File: config.mk
export PLATFORM = sky130hd
export DESIGN_NAME = key_led_ctrl
export DESIGN_NICKNAME = d
export VERILOG_FILES = /design/src/rtl/key_led_pkg.sv /design/src/rtl/key_debounce.sv /design/src/rtl/key_led_ctrl.sv
export SDC_FILE = /design/constraint.sdc
export NUM_CORES = 1
export LEC_CHECK = 0
export ABC_AREA = 1
export CORE_MARGIN = 2
export CORE_UTILIZATION = 24
export CTS_CLUSTER_SIZE = 40
export DETAILED_ROUTE_END_ITERATION = 8
export GPL_TIMING_DRIVEN = 0
export SLEW_MARGIN = 20
export SYNTH_ARGS = -nofsm -noshare
export SYNTH_HDL_FRONTEND = slang
export SYNTH_SLANG_ARGS = --single-unit
File: constraint.sdc
create_clock -name sys_clk -period 1.65 [get_ports sys_clk]
set_input_delay 0.4125 -clock sys_clk [delete_from_list [all_inputs] [get_ports sys_clk]]
set_output_delay 0.4125 -clock sys_clk [all_outputs]
set_load 0.1 [all_outputs]
File: src/rtl/key_led_pkg.sv
// Shared mode encodings, LED start patterns and pattern helpers for the
// key-driven LED controller.
package key_led_pkg;

  localparam int KEY_W = 4;

  // Mode encodings double as the FSM state values.
  localparam logic [1:0] MODE_OFF    = 2'd0;
  localparam logic [1:0] MODE_FLOW_L = 2'd1;
  localparam logic [1:0] MODE_FLOW_R = 2'd2;
  localparam logic [1:0] MODE_BLINK  = 2'd3;

  localparam logic [3:0] PAT_OFF    = 4'b0000;
  localparam logic [3:0] PAT_FLOW_L = 4'b0001;
  localparam logic [3:0] PAT_FLOW_R = 4'b1000;
  localparam logic [3:0] PAT_BLINK  = 4'b1111;

  function automatic logic [3:0] init_pattern(input logic [1:0] m);
    logic [3:0] p;
    case (m)
      MODE_FLOW_L: p = PAT_FLOW_L;
      MODE_FLOW_R: p = PAT_FLOW_R;
      MODE_BLINK:  p = PAT_BLINK;
      default:     p = PAT_OFF;
    endcase
    return p;
  endfunction

  function automatic logic [3:0] step_pattern(input logic [1:0] m, input logic [3:0] p);
    logic [3:0] n;
    case (m)
      MODE_FLOW_L: n = {p[2:0], p[3]};
      MODE_FLOW_R: n = {p[0], p[3:1]};
      MODE_BLINK:  n = ~p;
      default:     n = PAT_OFF;
    endcase
    return n;
  endfunction

  // Lowest key index wins when several presses land in the same cycle.
  function automatic logic [1:0] press_to_mode(input logic [KEY_W-1:0] kp);
    logic [1:0] m;
    if (kp[0])      m = MODE_FLOW_L;
    else if (kp[1]) m = MODE_FLOW_R;
    else if (kp[2]) m = MODE_BLINK;
    else            m = MODE_OFF;
    return m;
  endfunction

endpackage

File: src/rtl/key_debounce.sv
// Synchronizer, shared-counter debounce and press-edge detect for the
// active-low key vector.
module key_debounce
  import key_led_pkg::*;
#(
  parameter int DEB_CNT = 1_000_000
) (
  input  logic             sys_clk,
  input  logic             sys_rst_n,
  input  logic [KEY_W-1:0] key,
  output logic [KEY_W-1:0] key_db,
  output logic [KEY_W-1:0] key_press
);

  localparam int             CNT_W   = (DEB_CNT > 1) ? $clog2(DEB_CNT) : 1;
  localparam logic [CNT_W-1:0] CNT_MAX = CNT_W'(DEB_CNT - 1);

  logic [KEY_W-1:0] key_meta;
  logic [KEY_W-1:0] key_sync;
  logic [KEY_W-1:0] key_prev;
  logic [KEY_W-1:0] key_db_d;
  logic [CNT_W-1:0] deb_cnt;
  logic             stable;

  assign stable = (key_sync == key_prev);

  // NOTE: every register here uses non-blocking assignment so all flops
  // sample the pre-edge values; blocking would collapse the synchronizer chain.
  always_ff @(posedge sys_clk or negedge sys_rst_n) begin
    if (!sys_rst_n) begin
      key_meta  <= '1;
      key_sync  <= '1;
      key_prev  <= '1;
      deb_cnt   <= '0;
      key_db    <= '1;
      key_db_d  <= '1;
      key_press <= '0;
    end else begin
      key_meta <= key;
      key_sync <= key_meta;
      key_prev <= key_sync;

      if (!stable)
        deb_cnt <= '0;
      else if (deb_cnt != CNT_MAX)
        deb_cnt <= deb_cnt + 1'b1;

      // Only capture a vector that is still unchanged in this very cycle.
      if (deb_cnt == CNT_MAX && stable)
        key_db <= key_sync;

      key_db_d  <= key_db;
      key_press <= key_db_d & ~key_db;
    end
  end

endmodule

File: src/rtl/key_led_ctrl.sv
// Four-mode LED pattern controller driven by debounced push-buttons.
module key_led_ctrl
  import key_led_pkg::*;
#(
  parameter int DEB_CNT  = 1_000_000,
  parameter int STEP_CNT = 25_000_000
) (
  input  logic             sys_clk,
  input  logic             sys_rst_n,
  input  logic [KEY_W-1:0] key,
  output logic [3:0]       led,
  output logic [1:0]       mode,
  output logic [KEY_W-1:0] key_press
);

  localparam int              STEP_W   = (STEP_CNT > 1) ? $clog2(STEP_CNT) : 1;
  localparam logic [STEP_W-1:0] STEP_MAX = STEP_W'(STEP_CNT - 1);

  logic [STEP_W-1:0] step_cnt;
  logic [1:0]        sel_mode;

  // The debounced level itself is not needed here, only the press pulses.
  key_debounce #(
    .DEB_CNT (DEB_CNT)
  ) u_key_debounce (
    .sys_clk   (sys_clk),
    .sys_rst_n (sys_rst_n),
    .key       (key),
    .key_db    (),
    .key_press (key_press)
  );

  assign sel_mode = press_to_mode(key_press);

  // Any press, even of the current mode, restarts the pattern and its timer.
  always_ff @(posedge sys_clk or negedge sys_rst_n) begin
    if (!sys_rst_n) begin
      mode     <= MODE_OFF;
      led      <= PAT_OFF;
      step_cnt <= '0;
    end else if (|key_press) begin
      mode     <= sel_mode;
      led      <= init_pattern(sel_mode);
      step_cnt <= '0;
    end else if (step_cnt == STEP_MAX) begin
      step_cnt <= '0;
      led      <= step_pattern(mode, led);
    end else begin
      step_cnt <= step_cnt + 1'b1;
    end
  end

endmodule

==> impl_summary.md <==
Status
The flow ran to the end, but the final reports show violations. The checks that failed: negative hold slack.

Cells and area
The core occupancy in the finished layout is 30.7%. The fraction of final layout cells sized beyond drive strength 1 is 17.1%. The number of antenna diodes in the final layout is 0. The area growth from synthesis to final layout is 24.0%. In the final design database the tool counted 535 nets. The cell area after layout is approximately 4700 um2. The fill cell instance count of the final layout is 1657.

Synthesis
The mean area per synthesized cell is 7.79 um2. The synthesized design contains 75 register bits. Synthesis produced a netlist with a net count of 495.

The count of distinct cell types in the synthesized netlist is 32. The fraction of synthesis flops using an asynchronous set or reset pin is 100%. Yosys printed 0 warnings. The number of flops mapped to enable cells by yosys is 0. The sequential element share of the synthesized area is 50.1%. The mapped netlist covers about 3800 um2.

The number of standard cells after synthesis is 487. The predominant post-synthesis flop cell is dfrtp_1.

Critical path
The largest individual stage delay along the critical path comes from the cell buf_2. The delay of the slowest cell on the worst path is between 400 and 500 ps. The endpoint type of the worst setup path is an output pin. The arrival time at the worst endpoint is 1190 ps.

In this run the worst path has a maximum fanout of 7. The critical path is of the register to output pin type. In this design, the largest share of critical-path delay is due to buffers and inverters.

The worst setup path is launched from a register. Walking the worst path, the cells encountered are buf_2. The number of buffers and inverters on the critical path is 1.

At the worst endpoint, the required time is 1240 ps.

CTS
The buffer depth of the longest clock path is 2. The clock sink count is 75. TritonCTS built the clock tree. The clock latency reported for the late side of the worst-skew pair is 340 ps. The H-tree generated during clock tree synthesis spans 3 levels.

The quantity of hold-fixing buffers added after cts is 0. The clock transition at the registers of the reported paths is about 60 ps. The master cell of the clock root buffer is clkbuf_16.

Buffers inserted during clock tree synthesis total 9.

Power
The highest ir drop seen on vdd is 0.439 mV. The total power after layout is around 4.0 mW. In this run the power density over the cells is 853 nW/um2.

For this design the static power due to leakage is 2.09 nW.

Route
The first-iteration detailed-routing DRC count is between 150 and 200. The vias per cell is 4.13. The total vias in the final route is between 3000 and 4000. In the routed design, unresolved DRC markers number 0. The routed wirelength normalized by instance count is 10.4 um.

Once detail routing completed, the nets flagged for antenna violations numbered 0. The pre-antenna-repair detailed-routing pass consisted of 4 iterations. The final layout contains routed wiring with a total length of between 7000 and 8000 um.

Floorplanning
In this run the horizontal extent of the chip is 130 um. The standard cell core area is 15300 um2. The area of the die is 16800 um2.

The cell row count is 45. The number of I/O pins is 16. From bottom edge to top edge, the die measures 130 um. The effective utilization at floorplan is 24.8%.

STA
At the pin with the least slew margin, the transition time is 503 ps. The tightest hold path in the finished design has a slack of -11.4 ps. Setup repair after global routing could not meet its margin everywhere.

The maximum clock frequency is approximately 630 MHz. The count of pins over their slew limit is 0. The final-report hold violation count was 16. The worst path needs around 1600 ps of the cycle, external delays included. In this run the tightest slew margin relative to its limit is 66.4%. The post-route clock skew is 9.55 ps. The total setup violations reported at the end of the flow is 0. The ratio of final minimum period to clock period is 96.8%.

Placed design
At the end of routability-driven placement, the weighted congestion stood at 0.851. Once detailed placement completed, the half-perimeter wirelength came to 5510 um. The total placed instance area is 4240 um2. The count of input and output buffers is 15.

GRT
The most used routing layer is met2. The global-route wire length before repair is 13400 um. The global-route met3 utilization is 3.49%. For this run, global-route usage on met2 was measured as 15.8%. The total overflow left after global routing is 0. The number of global-route vias before repair came to 2952. The initial antenna violation count was 0.

Entering global routing, the biggest net connects 50 pins. The global-route met1 utilization is 12.8%. The global-route total usage across every layer is 9.90%.

Worst hold path
The path class of the tightest hold or removal check is input port to async pin.

Run
The number of maximum-capacitance violations is 0.
## timing repair
action                     in CTS  in global routing
gates cloned                    0                  1
setup endpoints to repair      20                 36
buffers inserted                2                 10
gates resized for setup        51                 15
pin swaps                       0                 11
## kinds of logic (layout without fill, tap and decap cells)
kind of cell	after synthesis	count (layout)	share of synthesized area, %
AND/OR/NAND/NOR	307	307	34.9
buffers and inverters	58	103	5.97
adder cells (fa/ha/maj)	2	2	0.659
flip-flops	75	75	50.1
XOR/XNOR	20	20	4.62
AO/OA/AOI/OAI	25	25	3.69
## stage by stage
stage                     std cells  hold WS (ps)  setup TNS (ps)  worst slack (ps)
after global placement          713           346         -172170             -2760
after CTS                       732         0.739               0              2.90
after detailed placement        714           348           -3100              -353
after floorplan                 487           117               0              10.6
final                           743         -11.4               0              52.3
after global routing            743          15.9           -58.5             -19.6
## power breakdown
group	leakage [nW]	total, mW	internal, mW	switching (mW)
registers	0.954	1.88	1.87	0.0107
clock network	0.159	2.06	1.27	0.782
logic	0.976	0.0802	0.0269	0.0533
## routing by layer
metal  vias up  wire, um
met1      1392      3680
met5         -         0
li1       1607         -
met3        11       343
met4         0       106
met2        59      3580
## cell usage after synthesis (all sizes together) (2+ instances only)
cell type | count | area share, %
a21oi | 11 | 1.5
nand4 | 6 | 0.99
ha | 2 | 0.66
nand3b | 2 | 0.40
nand2 | 137 | 14
nand3 | 43 | 5.9
o21ai | 8 | 1.1
xor2 | 13 | 3.0
dfstp | 20 | 14
dfrtp | 55 | 36
inv | 55 | 5.4
xnor2 | 7 | 1.6
buf | 2 | 0.43
o211ai | 4 | 0.79
nor3 | 8 | 1.5
nor2 | 108 | 12
## cell usage in the layout (no fill, tap or decap), drive strengths merged
cell type and instances:
nand2 137, nor2 108, inv 58, dfrtp 55, nand3 43, buf 22, dfstp 20, clkbuf 16
xor2 13, a21oi 11, o21ai 8, nor3 8, xnor2 7, nand4 6, o211ai 4, clkdlybuf4s50 4
nand3b 2, ha 2, clkinv 2, and2 1, a21o 1, a211oi 1, nor3b 1, or2 1
bufinv 1
## registers in the layout (all words and copies together) (netlist names)
register / count
u_key_debounce.deb_cnt: 20
u_key_debounce.key_meta: 4
u_key_debounce.key_press: 4
mode: 2
step_cnt: 25
led: 4
u_key_debounce.key_sync: 4
u_key_debounce.key_db: 4
u_key_debounce.key_db_d: 4
u_key_debounce.key_prev: 4
## worst paths after layout
kind                            slack, ps                          to                        from  depth (start not counted)
worst max-delay path                   50                     mode[0]                     mode[0]                          1
worst min-delay path                  -10                step_cnt[19]                   sys_rst_n                          1
worst max register to register         80                 step_cnt[3]                 step_cnt[0]                          9
worst min register to register        360  u_key_debounce.key_sync[0]  u_key_debounce.key_meta[0]                          0
max in group asynchronous            1040  u_key_debounce.key_prev[1]                   sys_rst_n                          2
min in group sys_clk                  360  u_key_debounce.key_sync[0]  u_key_debounce.key_meta[0]                          0
## area by class of cell
class                           instances  area [um2]  share of cell area, %
Clock inverter                          6        67.6                   1.44
Inverter                               55         206                   4.39
Buffer                                  3        26.3                  0.558
Tap cell                              211         264                   5.61
Timing Repair Buffer                   29         263                   5.58
Sequential cell                        75        1910                   40.5
Multi-Input combinational cell        354        1720                   36.6
Clock buffer                           10         250                   5.32
No activity file was read; power rests on OpenSTA's default activity.
